**src/rtl/yl3_display_arbiter.sv**
```systemverilog
// Round-robin arbiter and LOAD/READY sequencer feeding the YL-3 8-digit display interface.
// Optional periodic re-issue of the last frame is enabled with `define YL3_ARB_REFRESH_EN.
module yl3_display_arbiter #(
  parameter int NREQ           = 4,
  parameter int REFRESH_CYCLES = 50000000,
  parameter int TIMEOUT_CYCLES = 1048576
) (
  input  logic               CLK,
  input  logic               nRST,
  input  logic [NREQ-1:0]    REQ,
  input  logic [64*NREQ-1:0] REQ_DATA,
  output logic [NREQ-1:0]    GNT,
  input  logic               DISP_READY,
  output logic               DISP_LOAD,
  output logic [63:0]        DISP_DATA,
  output logic [2:0]         OWNER,
  output logic               BUSY,
  output logic               ERR
);

  localparam int TW = $clog2(TIMEOUT_CYCLES + 1);

  typedef enum logic [1:0] {IDLE, LOAD, WAIT_DONE} state_t;

  state_t          state;
  logic [2:0]      ptr;
  logic            frame_valid;
  logic [TW-1:0]   tcnt;
  logic            tmo;
  logic            refresh_due;
  int              win;

  assign tmo = (tcnt == TW'(TIMEOUT_CYCLES - 1));

  // First set REQ after the pointer; scanning downward leaves the nearest one in win.
  always_comb begin
    win = 0;
    for (int k = NREQ; k >= 1; k--)
      if (REQ[(int'(ptr) + k) % NREQ]) win = (int'(ptr) + k) % NREQ;
  end

`ifdef YL3_ARB_REFRESH_EN
  localparam int RW = $clog2(REFRESH_CYCLES + 1);
  logic [RW-1:0] rcnt;
  logic          rsat;

  assign rsat        = (rcnt == RW'(REFRESH_CYCLES - 1));
  assign refresh_due = frame_valid && rsat;

  // Idle-time counter; saturates so an expired refresh stays pending until it is served.
  always_ff @(posedge CLK) begin
    if (!nRST)
      rcnt <= '0;
    else if (state == WAIT_DONE && DISP_READY && !tmo)
      rcnt <= '0;
    else if (state == IDLE && frame_valid && !rsat)
      rcnt <= rcnt + 1'b1;
  end
`else
  assign refresh_due = 1'b0;
`endif

  always_ff @(posedge CLK) begin
    if (!nRST) begin
      state       <= IDLE;
      GNT         <= '0;
      DISP_LOAD   <= 1'b0;
      DISP_DATA   <= 64'h0;
      OWNER       <= 3'(NREQ - 1);
      ptr         <= 3'(NREQ - 1);
      BUSY        <= 1'b0;
      ERR         <= 1'b0;
      frame_valid <= 1'b0;
      tcnt        <= '0;
    end else begin
      GNT <= '0;
      ERR <= 1'b0;
      case (state)
        IDLE: begin
          if (|REQ) begin
            DISP_DATA   <= REQ_DATA[64*win +: 64];
            GNT         <= NREQ'(1) << win;
            OWNER       <= 3'(win);
            ptr         <= 3'(win);
            frame_valid <= 1'b1;
            state       <= LOAD;
            DISP_LOAD   <= 1'b1;
            BUSY        <= 1'b1;
            tcnt        <= '0;
          end else if (refresh_due) begin
            state     <= LOAD;
            DISP_LOAD <= 1'b1;
            BUSY      <= 1'b1;
            tcnt      <= '0;
          end
        end
        LOAD: begin
          if (tmo) begin
            ERR       <= 1'b1;
            DISP_LOAD <= 1'b0;
            BUSY      <= 1'b0;
            state     <= IDLE;
          end else if (!DISP_READY) begin
            DISP_LOAD <= 1'b0;
            state     <= WAIT_DONE;
            tcnt      <= '0;
          end else begin
            tcnt <= tcnt + 1'b1;
          end
        end
        WAIT_DONE: begin
          if (tmo) begin
            ERR   <= 1'b1;
            BUSY  <= 1'b0;
            state <= IDLE;
          end else if (DISP_READY) begin
            BUSY  <= 1'b0;
            state <= IDLE;
          end else begin
            tcnt <= tcnt + 1'b1;
          end
        end
        default: begin
          DISP_LOAD <= 1'b0;
          BUSY      <= 1'b0;
          state     <= IDLE;
        end
      endcase
    end
  end

endmodule

```
**config.mk**
```make
export PLATFORM = sky130hd
export DESIGN_NAME = yl3_display_arbiter
export DESIGN_NICKNAME = d
export VERILOG_FILES = /design/src/rtl/yl3_display_arbiter.sv
export SDC_FILE = /design/constraint.sdc
export NUM_CORES = 1
export LEC_CHECK = 0
export CAP_MARGIN = 0
export CORE_AREA = 2 2 130 132
export DETAILED_ROUTE_END_ITERATION = 8
export DIE_AREA = 0 0 132 134
export PLACE_DENSITY = 0.74
export SYNTH_ARGS = -nofsm -noshare
export SYNTH_HDL_FRONTEND = slang
export SYNTH_SLANG_ARGS = --single-unit
```
**constraint.sdc**
```tcl
create_clock -name CLK -period 5.7 [get_ports CLK]
set_input_delay 0.855 -clock CLK [delete_from_list [all_inputs] [get_ports CLK]]
set_output_delay 0.855 -clock CLK [all_outputs]
set_load 0.005 [all_outputs]
```
==> results of run 1 <==
## registers in the layout, summed over array words and instances (netlist names)
| register | cells |
|---|---|
| DISP_DATA | 64 |
| state | 2 |
| BUSY | 1 |
| ptr | 2 |
| DISP_LOAD | 1 |
| GNT | 4 |
| tcnt | 21 |
| ERR | 1 |
## metal layers
metal / GRT usage (%) / up-vias
met1: 31.2 / 3078
met2: 40.9 / 242
li1: - / 3247
met5: 0 / -
met4: 9.60 / 0
met3: 8.54 / 29
## cell usage after synthesis (all sizes together) (3+ instances only)
cell and n:
nand3 134, dfxtp 96, nand2 71, mux2i 65, o211ai 64, mux2 61
buf 42, clkbuf 27, a21oi 22, o21ai 21, nor2 20, or3 12
nand4 9, or4 8, inv 6, a31oi 5, nor3 5, a211oi 4
and2 4, and3 4, ha 4, nor4 4, a32oi 3, nand2b 3
nor2b 3, o21a 3
## cells by family after synthesis
| logic type | share of synthesized area [%] |
|---|---|
| AND/OR/NAND/NOR | 23.4 |
| buffers and inverters | 6.26 |
| adder cells (fa/ha/maj) | 0.823 |
| XOR/XNOR | 0.288 |
| other | 0.0617 |
| flip-flops | 31.6 |
| AO/OA/AOI/OAI | 15.5 |
| multiplexers | 22.0 |
## worst max-delay path by stage
| stage | startpoint | endpoint | cells after the start |
|---|---|---|---|
| final | nRST | DISP_DATA[31]$_SDFFE_PN0P_ | 6 |
| after global routing | nRST | DISP_DATA[34]$_SDFFE_PN0P_ | 6 |
| after CTS | REQ[1] | DISP_DATA[31]$_SDFFE_PN0P_ | 7 |
| after detailed placement | REQ[1] | DISP_DATA[24]$_SDFFE_PN0P_ | 7 |
| after global placement | REQ[1] | DISP_DATA[56]$_SDFFE_PN0P_ | 7 |
| after floorplan | REQ[0] | DISP_DATA[32]$_SDFFE_PN0P_ | 8 |
## power breakdown
part	switching (mW)	internal (mW)
registers	0.100	0.854
logic	0.728	0.796
clock network	0.278	0.338
total	1.11	1.99
## layout make-up
class,instances,share of cell area [%]
antenna,7,0.179
clock buffer,10,2.34
clock inverter,6,0.613
inverter,6,0.230
multi-input combinational,550,39.0
sequential,96,19.6
tap,220,2.81
timing repair buffer,343,35.2
## worst max-delay path, delay by kind of cell
kind,cells,cell delay [ns]
multiplexers,1,0.29
AO/OA/AOI/OAI,1,0.09
buffers and inverters,2,1.47
AND/OR/NAND/NOR,2,0.99
==> results.py, run 1 <==
metrics = {
    "outcome": {
        "outcome": "finished, final reports clean",
    },
    "setup_path": {
        "timing.rr.start": "state[0]$_SDFFE_PN0P_",
        "critPathLaunchType": "input pin",
        "worstPathRequired_ns": 5.97,
        "crit_path_top_delay_cell": "clkdlybuf4s50_1",
        "r2r_cells": 7,
        "reg2reg_setup_slack_ns": 2.67,
        "slowest_delay_ns": 0.87,
        "crit_path_end_kind": "flip-flop",
        "path_class": "input pin to flip-flop",
        "worstPathMaxFanout": 76,
        "worstPathCellList": "clkdlybuf4s50_1, and3_4, buf_4, nand3_1, mux2_2, o211ai_1",
        "timing.rr.end": "DISP_DATA[31]$_SDFFE_PN0P_",
        "crit_arrival_ns": 3.79,
    },
    "yosys": {
        "yosysWarnings": 0,
        "synth_enable_flop_cells": 0,
        "synthTopCellsByArea": "dfxtp_1 32%, mux2_2 11%, nand3_1 11%",
        "syn_area_mm2": 0.00608,
        "ys_seq_area_share_pct": 31.6,
        "synth_cell_type_count": 54,
        "synth_ff_type": "dfxtp_1",
        "async_flop_share_pct": 0,
        "synthCells": 721,
        "synthesis.nets": 988,
        "synth_seq_cells": 96,
        "avgSynthCellArea_um2": 8.43,
        "yosys.area.top_type": "dfxtp_1",
        "yosysTopAreaCellShare_pct": 31.6,
    },
    "min_path": {
        "min_to": "DISP_LOAD$_SDFFE_PN0P_",
        "hp-class": "flip-flop to flip-flop",
        "min_from": "DISP_LOAD$_SDFFE_PN0P_",
        "hold-path-cell-count": 1,
    },
    "placed_design": {
        "placed_cell_area_mm2": 0.00949,
        "port_buffers": 335,
        "place_congestion": 0.831,
        "placed_cells_incl_taps": 1215,
        "place_hpwl_mm": 17.0,
        "pre_cts_ws_ns": 1.88,
    },
    "clock_network": {
        "cts_buffer_depth": 2,
        "cts_tree": "yes",
        "post_cts_buffers": 0,
        "cts_hold_buffers": 0,
        "htreeDepth": 3,
        "clk_latency_ns": 0.36,
        "path_clk_slew_ns": 0.07,
        "cts_buffers": 9,
        "clockRootBuffer": "clkbuf_16",
        "cts_resized": 0,
        "cts_sinks": 96,
    },
    "drt": {
        "wl_mm": 23.0,
        "dr_wl_met3_mm": 1.82,
        "route.detailed.drc": 0,
        "wl_per_cell_um": 18.6,
        "m1WireLength_mm": 9.69,
        "drt_pre_antenna_iters": 5,
        "vias": 6596,
        "drtIter0Drc": 433,
        "ant_nets": 0,
        "viasPerCell": 5.33,
        "met2WireLength_mm": 11.0,
        "highest_layer": "met4",
    },
    "timing": {
        "finClkSkew_ns": 0.00709,
        "setup_viol": 0,
        "slew_headroom_pct": 44.5,
        "min_period_over_period_pct": 61.7,
        "clock.fmax_mhz": 285,
        "hold_ws_ns": 0.478,
        "final.setup.worst_slack_ns": 2.19,
        "report.final.slew_viol_count": 0,
        "period_needed_ns": 3.51,
        "finalSetupTns_ns": 0,
        "hold_viol": 0,
        "tightestPinTransition_ns": 0.833,
        "rsz0062_at_grt": "no",
    },
    "die": {
        "rows": 47,
        "die_w_um": 132,
        "core_mm2": 0.0163,
        "num_io_pins": 337,
        "initial_core_util_pct": 37.3,
        "die_y_um": 134,
        "die_area_mm2": 0.0177,
    },
    "cells_and_area": {
        "multi_input_area_mm2": 0.00382,
        "layout_commonest_cell": "clkdlybuf4s50_1",
        "final_core_util_pct": 60.1,
        "layout_common_cells": "335 x clkdlybuf4s50_1, 134 x nand3_1, 96 x dfxtp_1",
        "fin_nets": 1273,
        "stdcell_area_mm2": 0.00979,
        "fillers": 1456,
        "syn_to_final_growth_pct": 61.0,
        "drive_gt1_share_pct": 9.79,
        "regArea_mm2": 0.00192,
        "stdcell_count": 1238,
    },
    "global_route": {
        "grt_pass1_wl_mm": 35.3,
        "antenna_found_initial": 7,
        "grtUsageTotal_pct": 25.3,
        "first_global_vias": 6178,
        "grt_max_degree": 132,
        "gr-total-overflow": 0,
    },
    "power": {
        "p_total_mw": 3.09,
        "ir_worst_vdd_mv": 0.285,
        "leakage_nw": 3.40,
        "power.density_mw_per_mm2": 316,
    },
    "flow_run": {
        "cap_violations": 0,
    },
}
Note: power is estimated with default switching activity, not from simulation.
==> run 2: changes to the inputs <==
==> constraint.sdc (replaced) <==
create_clock -name CLK -period 3.4 [get_ports CLK]
set_input_delay 0.51 -clock CLK [delete_from_list [all_inputs] [get_ports CLK]]
set_output_delay 0.51 -clock CLK [all_outputs]
set_load 0.005 [all_outputs]
==> run 2 against run 1 <==
Effect of this change: core utilization increased by 1.6 points; routed wire length increased by 1.9%; setup slack got worse by 1.4 ns; cell area increased by 2.6%; clock power increased by 120%; sequential share of layout area decreased by 0.50 points; global-route usage increased by 0.32 points; critical path type is now flip-flop to flip-flop; sequential cell count unchanged; via count increased by 1.2%; non-clock buffer count increased by 14; highest routed layer is now met5.
==> results.py, run 2 (synthesis results as in run 1) <==
metrics = {
    "outcome": {
        "outcome": "finished, final reports clean",
    },
    "die": {
        "die_w_um": 132,
        "rows": 47,
        "num_io_pins": 337,
        "die_area_mm2": 0.0177,
        "initial_core_util_pct": 37.3,
        "die_y_um": 134,
        "core_mm2": 0.0163,
    },
    "placed_design": {
        "placed_cell_area_mm2": 0.00965,
        "place_hpwl_mm": 17.6,
        "pre_cts_ws_ns": 0.573,
        "place_congestion": 0.856,
        "port_buffers": 335,
    },
    "global_route": {
        "grtUsageTotal_pct": 25.6,
        "antenna_found_initial": 7,
        "gr-total-overflow": 0,
        "first_global_vias": 6426,
        "grt_pass1_wl_mm": 36.0,
        "grt_max_degree": 84,
    },
    "power": {
        "ir_worst_vdd_mv": 0.390,
        "leakage_nw": 3.54,
        "power.density_mw_per_mm2": 556,
    },
    "timing": {
        "min_period_over_period_pct": 77.5,
        "finClkSkew_ns": 0.00863,
        "hold_viol": 0,
        "finalSetupTns_ns": 0,
        "report.final.slew_viol_count": 0,
        "setup_viol": 0,
        "period_needed_ns": 2.64,
        "clock.fmax_mhz": 379,
        "slew_headroom_pct": 44.6,
        "final.setup.worst_slack_ns": 0.765,
        "tightestPinTransition_ns": 0.830,
        "rsz0062_at_grt": "no",
    },
    "drt": {
        "vias": 6672,
        "viasPerCell": 5.34,
        "wl_mm": 23.4,
        "drt_pre_antenna_iters": 4,
        "drtIter0Drc": 283,
        "wl_per_cell_um": 18.7,
        "ant_nets": 0,
        "route.detailed.drc": 0,
    },
    "clock_network": {
        "cts_buffers": 9,
        "post_cts_buffers": 0,
        "htreeDepth": 3,
        "cts_buffer_depth": 2,
        "cts_tree": "yes",
        "cts_hold_buffers": 0,
        "cts_sinks": 96,
        "path_clk_slew_ns": 0.07,
        "clk_latency_ns": 0.35,
        "clockRootBuffer": "clkbuf_16",
        "cts_resized": 0,
    },
    "setup_path": {
        "path_class": "flip-flop to flip-flop",
        "critPathLaunchType": "flip-flop",
        "worstPathRequired_ns": 3.64,
        "crit_path_end_kind": "flip-flop",
        "r2r_cells": 6,
        "crit_arrival_ns": 2.88,
        "timing.rr.start": "tcnt[0]$_SDFFE_PN0P_",
        "reg2reg_setup_slack_ns": 0.76,
        "endpoint": "tcnt[9]$_SDFFE_PN0P_",
        "worstPathMaxFanout": 21,
        "timing.rr.end": "tcnt[9]$_SDFFE_PN0P_",
        "startpoint": "tcnt[0]$_SDFFE_PN0P_",
    },
    "cells_and_area": {
        "layout_common_cells": "335 x clkdlybuf4s50_1, 134 x nand3_1, 96 x dfxtp_1",
        "reg_top3": "DISP_DATA x64, tcnt x21, GNT x4",
        "drive_gt1_share_pct": 11.0,
        "fin_nets": 1287,
        "regMostFlops": "DISP_DATA",
        "final_core_util_pct": 61.7,
        "syn_to_final_growth_pct": 65.3,
        "stdcell_area_mm2": 0.0101,
        "layout_commonest_cell": "clkdlybuf4s50_1",
        "largest_reg_flops": 64,
    },
    "flow_run": {
        "cap_violations": 0,
    },
    "min_path": {
        "hp-class": "flip-flop to flip-flop",
    },
}
==> run 2: layout make-up <==
class / instances / area [um^2]
Multi-Input combinational cell: 550 / 3820
Clock inverter: 6 / 155
Fill cell: 1483 / 6240
Antenna cell: 5 / 12.5
Clock buffer: 10 / 229
Inverter: 6 / 22.5
Tap cell: 220 / 275
Sequential cell: 96 / 1920
Timing Repair Buffer: 357 / 3620
==> run 2: worst max-delay path: stages (launching register included) <==
cell and delay (ns):
dfxtp_1 0.40, ha_1 0.22, nand3_1 0.25, or4_4 0.61, o21ai_2 0.67, nor2_1 0.11, o221a_1 0.27
==> run 2: stage by stage <==
stage / power, mW / instances / hold WS, ns
floorplan: 2.98 / 721 / 0.449
global placement: 4.26 / 1229 / 0.451
detailed placement: 4.29 / 1229 / 0.460
CTS: 5.63 / 1245 / 0.476
global route: 5.89 / 1249 / 0.500
finish: 5.59 / 1250 / 0.473
==> run 2: report_power, final <==
group	switching [mW]	total, mW	internal [mW]
clock network	0.459	1.33	0.868
logic	1.25	2.67	1.42
registers	0.163	1.59	1.43
==> run 2: worst min-delay path by stage <==
stage	startpoint	endpoint	slack (ns)	cells after the start
floorplan	tcnt[5]$_SDFFE_PN0P_	tcnt[5]$_SDFFE_PN0P_	0.45	2
global placement	DISP_DATA[57]$_SDFFE_PN0P_	DISP_DATA[57]$_SDFFE_PN0P_	0.45	2
detailed placement	DISP_DATA[57]$_SDFFE_PN0P_	DISP_DATA[57]$_SDFFE_PN0P_	0.46	2
CTS	DISP_DATA[57]$_SDFFE_PN0P_	DISP_DATA[57]$_SDFFE_PN0P_	0.48	2
global route	DISP_DATA[57]$_SDFFE_PN0P_	DISP_DATA[57]$_SDFFE_PN0P_	0.50	2
finish	DISP_DATA[57]$_SDFFE_PN0P_	DISP_DATA[57]$_SDFFE_PN0P_	0.47	2
==> run 2: metal layers <==
layer  wire [um]  global-route usage (%)  vias up
met4         681                    10.2        2
met3        1940                    7.22       40
met1        9570                    31.6     3107
met5          14                       0        -
li1            -                       -     3275
met2       11200                    42.3      248
==> run 3: changes to the inputs <==
--- a/config.mk
+++ b/config.mk
@@ -6,9 +6,9 @@
 export NUM_CORES = 1
 export LEC_CHECK = 0
 export CAP_MARGIN = 0
-export CORE_AREA = 2 2 130 132
+export CORE_AREA = 2 2 113 159
 export DETAILED_ROUTE_END_ITERATION = 8
-export DIE_AREA = 0 0 132 134
+export DIE_AREA = 0 0 115 161
 export PLACE_DENSITY = 0.74
 export SYNTH_ARGS = -nofsm -noshare
 export SYNTH_HDL_FRONTEND = slang
==> constraint.sdc (replaced) <==
create_clock -name CLK -period 2.29 [get_ports CLK]
set_input_delay 0.3435 -clock CLK [delete_from_list [all_inputs] [get_ports CLK]]
set_output_delay 0.3435 -clock CLK [all_outputs]
set_load 0.005 [all_outputs]
==> run 3 against run 2 <==
Effect of this change: sequential power rose by 50%; critical path type unchanged; critical path depth is 1 higher; clock skew increased by 0.0021 ns; first-iteration DRC count up 23%; final cell count increased by 2.3%; routed wire length is 3.5% higher; hold slack improved by 0.0089 ns; cell area is 3.7% higher; combinational power is 65% higher; global-route usage fell by 0.17 points; sequential cell count unchanged.
==> results.py, run 3 (synthesis results as in run 1) <==
metrics = {
    "outcome": {
        "outcome": "finished, final reports clean",
    },
    "clock_network": {
        "post_cts_buffers": 0,
        "htreeDepth": 3,
        "cts_sinks": 96,
        "cts_hold_buffers": 0,
        "cts_buffer_depth": 2,
        "cts_buffers": 9,
        "cts_tree": "yes",
        "clockRootBuffer": "clkbuf_16",
        "path_clk_slew_ns": 0.07,
        "clk_latency_ns": 0.35,
    },
    "drt": {
        "wl_per_cell_um": 19.0,
        "vias": 6908,
        "m1WireLength_mm": 9.35,
        "met2WireLength_mm": 12.2,
        "viasPerCell": 5.40,
        "wl_mm": 24.3,
        "drtIter0Drc": 348,
        "dr_wl_met3_mm": 1.83,
        "drt_pre_antenna_iters": 5,
        "route.detailed.drc": 0,
        "ant_nets": 0,
        "highest_layer": "met5",
    },
    "cells_and_area": {
        "stdcell_count": 1279,
        "regMostFlops": "DISP_DATA",
        "fin_nets": 1333,
        "fillers": 1482,
        "stdcell_area_mm2": 0.0104,
        "layout_commonest_cell": "clkdlybuf4s50_1",
        "final_core_util_pct": 60.9,
        "layout_common_cells": "335 x clkdlybuf4s50_1, 134 x nand3_1, 96 x dfxtp_1",
        "reg_top3": "DISP_DATA x64, tcnt x21, GNT x4",
        "largest_reg_flops": 64,
        "drive_gt1_share_pct": 14.9,
        "syn_to_final_growth_pct": 71.5,
    },
    "timing": {
        "finalSetupTns_ns": 0,
        "hold_viol": 0,
        "period_needed_ns": 2.15,
        "clock.fmax_mhz": 466,
        "tightestPinTransition_ns": 0.510,
        "hold_ws_ns": 0.482,
        "finClkSkew_ns": 0.0107,
        "min_period_over_period_pct": 93.7,
        "slew_headroom_pct": 65.9,
        "final.setup.worst_slack_ns": 0.144,
        "report.final.slew_viol_count": 0,
        "setup_viol": 0,
    },
    "die": {
        "die_w_um": 115,
        "num_io_pins": 337,
        "initial_core_util_pct": 35.5,
        "core_mm2": 0.0171,
        "rows": 57,
        "die_area_mm2": 0.0185,
        "die_y_um": 161,
    },
    "setup_path": {
        "crit_path_top_delay_cell": "or4_1",
        "cp_top_family": "compound AO/OA/AOI/OAI gates",
        "startpoint": "state[0]$_SDFFE_PN0P_",
        "slowest_delay_ns": 0.45,
        "reg2reg_setup_slack_ns": 0.14,
        "worstPathMaxFanout": 17,
        "worstPathRequired_ns": 2.57,
        "r2r_cells": 7,
        "worstPathCellList": "inv_1, ha_1, buf_4, a221oi_4, o211ai_4, or4_1, a21oi_1",
        "timing.rr.start": "state[0]$_SDFFE_PN0P_",
        "endpoint": "tcnt[6]$_SDFFE_PN0P_",
        "critical_path_buf_inv_count": 2,
        "crit_path_end_kind": "flip-flop",
        "path_class": "flip-flop to flip-flop",
        "critical_path_depth": 7,
        "crit_arrival_ns": 2.42,
        "timing.rr.end": "tcnt[6]$_SDFFE_PN0P_",
        "critPathLaunchType": "flip-flop",
    },
    "power": {
        "leakage_nw": 3.74,
        "p_sw_share_pct": 34.8,
        "power.density_mw_per_mm2": 806,
        "pwr-share-seq_pct": 28.3,
        "pwr-share-comb_pct": 52.5,
        "p_switching_mw": 2.92,
        "p_total_mw": 8.41,
        "intPower_mw": 5.48,
        "ir_worst_vdd_mv": 0.543,
        "p_clk_share_pct": 19.3,
    },
    "min_path": {
        "hp-class": "flip-flop to flip-flop",
    },
    "global_route": {
        "grtUsageTotal_pct": 25.4,
        "grt_max_degree": 59,
        "grt_pass1_wl_mm": 36.7,
        "antenna_found_initial": 5,
        "first_global_vias": 6820,
        "gr-total-overflow": 0,
    },
    "placed_design": {
        "port_buffers": 335,
        "place_hpwl_mm": 18.7,
        "place_congestion": 0.896,
        "placed_cell_area_mm2": 0.0101,
        "placed_cells_incl_taps": 1261,
        "pre_cts_ws_ns": -0.0680,
    },
    "flow_run": {
        "cap_violations": 0,
    },
}
[run 3: cell types whose count changed in the layout (fill, tap and decap cells not counted), moves of 2 or more]
cell	delta
clkinvlp_4	+2
clkbuf_8	+2
diode_2	-3
buf_4	+37
buf_12	+9
bufinv_16	-4
[run 3: layout make-up]
cell class / count / area, um^2 / share of cell area (%)
clock inverter: 5 / 62.6 / 0.600
timing repair buffer: 403 / 4080 / 39.1
antenna: 2 / 5.00 / 0.0480
multi-input combinational: 550 / 3830 / 36.7
inverter: 6 / 22.5 / 0.216
clock buffer: 11 / 253 / 2.42
tap: 206 / 258 / 2.47
sequential: 96 / 1920 / 18.4
[run 3: worst min-delay path by stage]
| stage | from | to | depth (start not counted) |
|---|---|---|---|
| global route | DISP_DATA[50]$_SDFFE_PN0P_ | DISP_DATA[50]$_SDFFE_PN0P_ | 2 |
| finish | DISP_DATA[57]$_SDFFE_PN0P_ | DISP_DATA[57]$_SDFFE_PN0P_ | 2 |
| CTS | DISP_DATA[24]$_SDFFE_PN0P_ | DISP_DATA[24]$_SDFFE_PN0P_ | 2 |
| global placement | DISP_DATA[57]$_SDFFE_PN0P_ | DISP_DATA[57]$_SDFFE_PN0P_ | 2 |
| floorplan | tcnt[5]$_SDFFE_PN0P_ | tcnt[5]$_SDFFE_PN0P_ | 2 |
| detailed placement | DISP_DATA[23]$_SDFFE_PN0P_ | DISP_DATA[23]$_SDFFE_PN0P_ | 2 |
[run 3: per-layer routing]
metal  vias up  track usage [%]
met5         -                0
met4         6             10.2
met3        52             6.79
met2       255             44.9
met1      3232             28.7
li1       3363                -
[run 3: power groups by stage]
stage | logic [mW] | clock network [mW] | registers [mW]
after floorplan | 2.00 | 0 | 2.42
after global routing | 4.73 | 1.72 | 2.42
after global placement | 4.36 | 0 | 2.40
after detailed placement | 4.40 | 0 | 2.41
final | 4.41 | 1.62 | 2.38
after CTS | 4.42 | 1.67 | 2.37
[run 3: worst register-to-register path: cells and delay by family, from the launching register on]
kind / cells / cell delay (ns)
compound gates: 3 / 0.70
simple gates: 1 / 0.45
flops: 1 / 0.34
fa+ha+maj: 1 / 0.31
buf+inv: 2 / 0.29
[run 3: repair_timing]
action                                  CTS  global route
endpoints found under the hold margin     0             0
endpoints found under the setup margin    0             5
gates resized for setup                   0             1
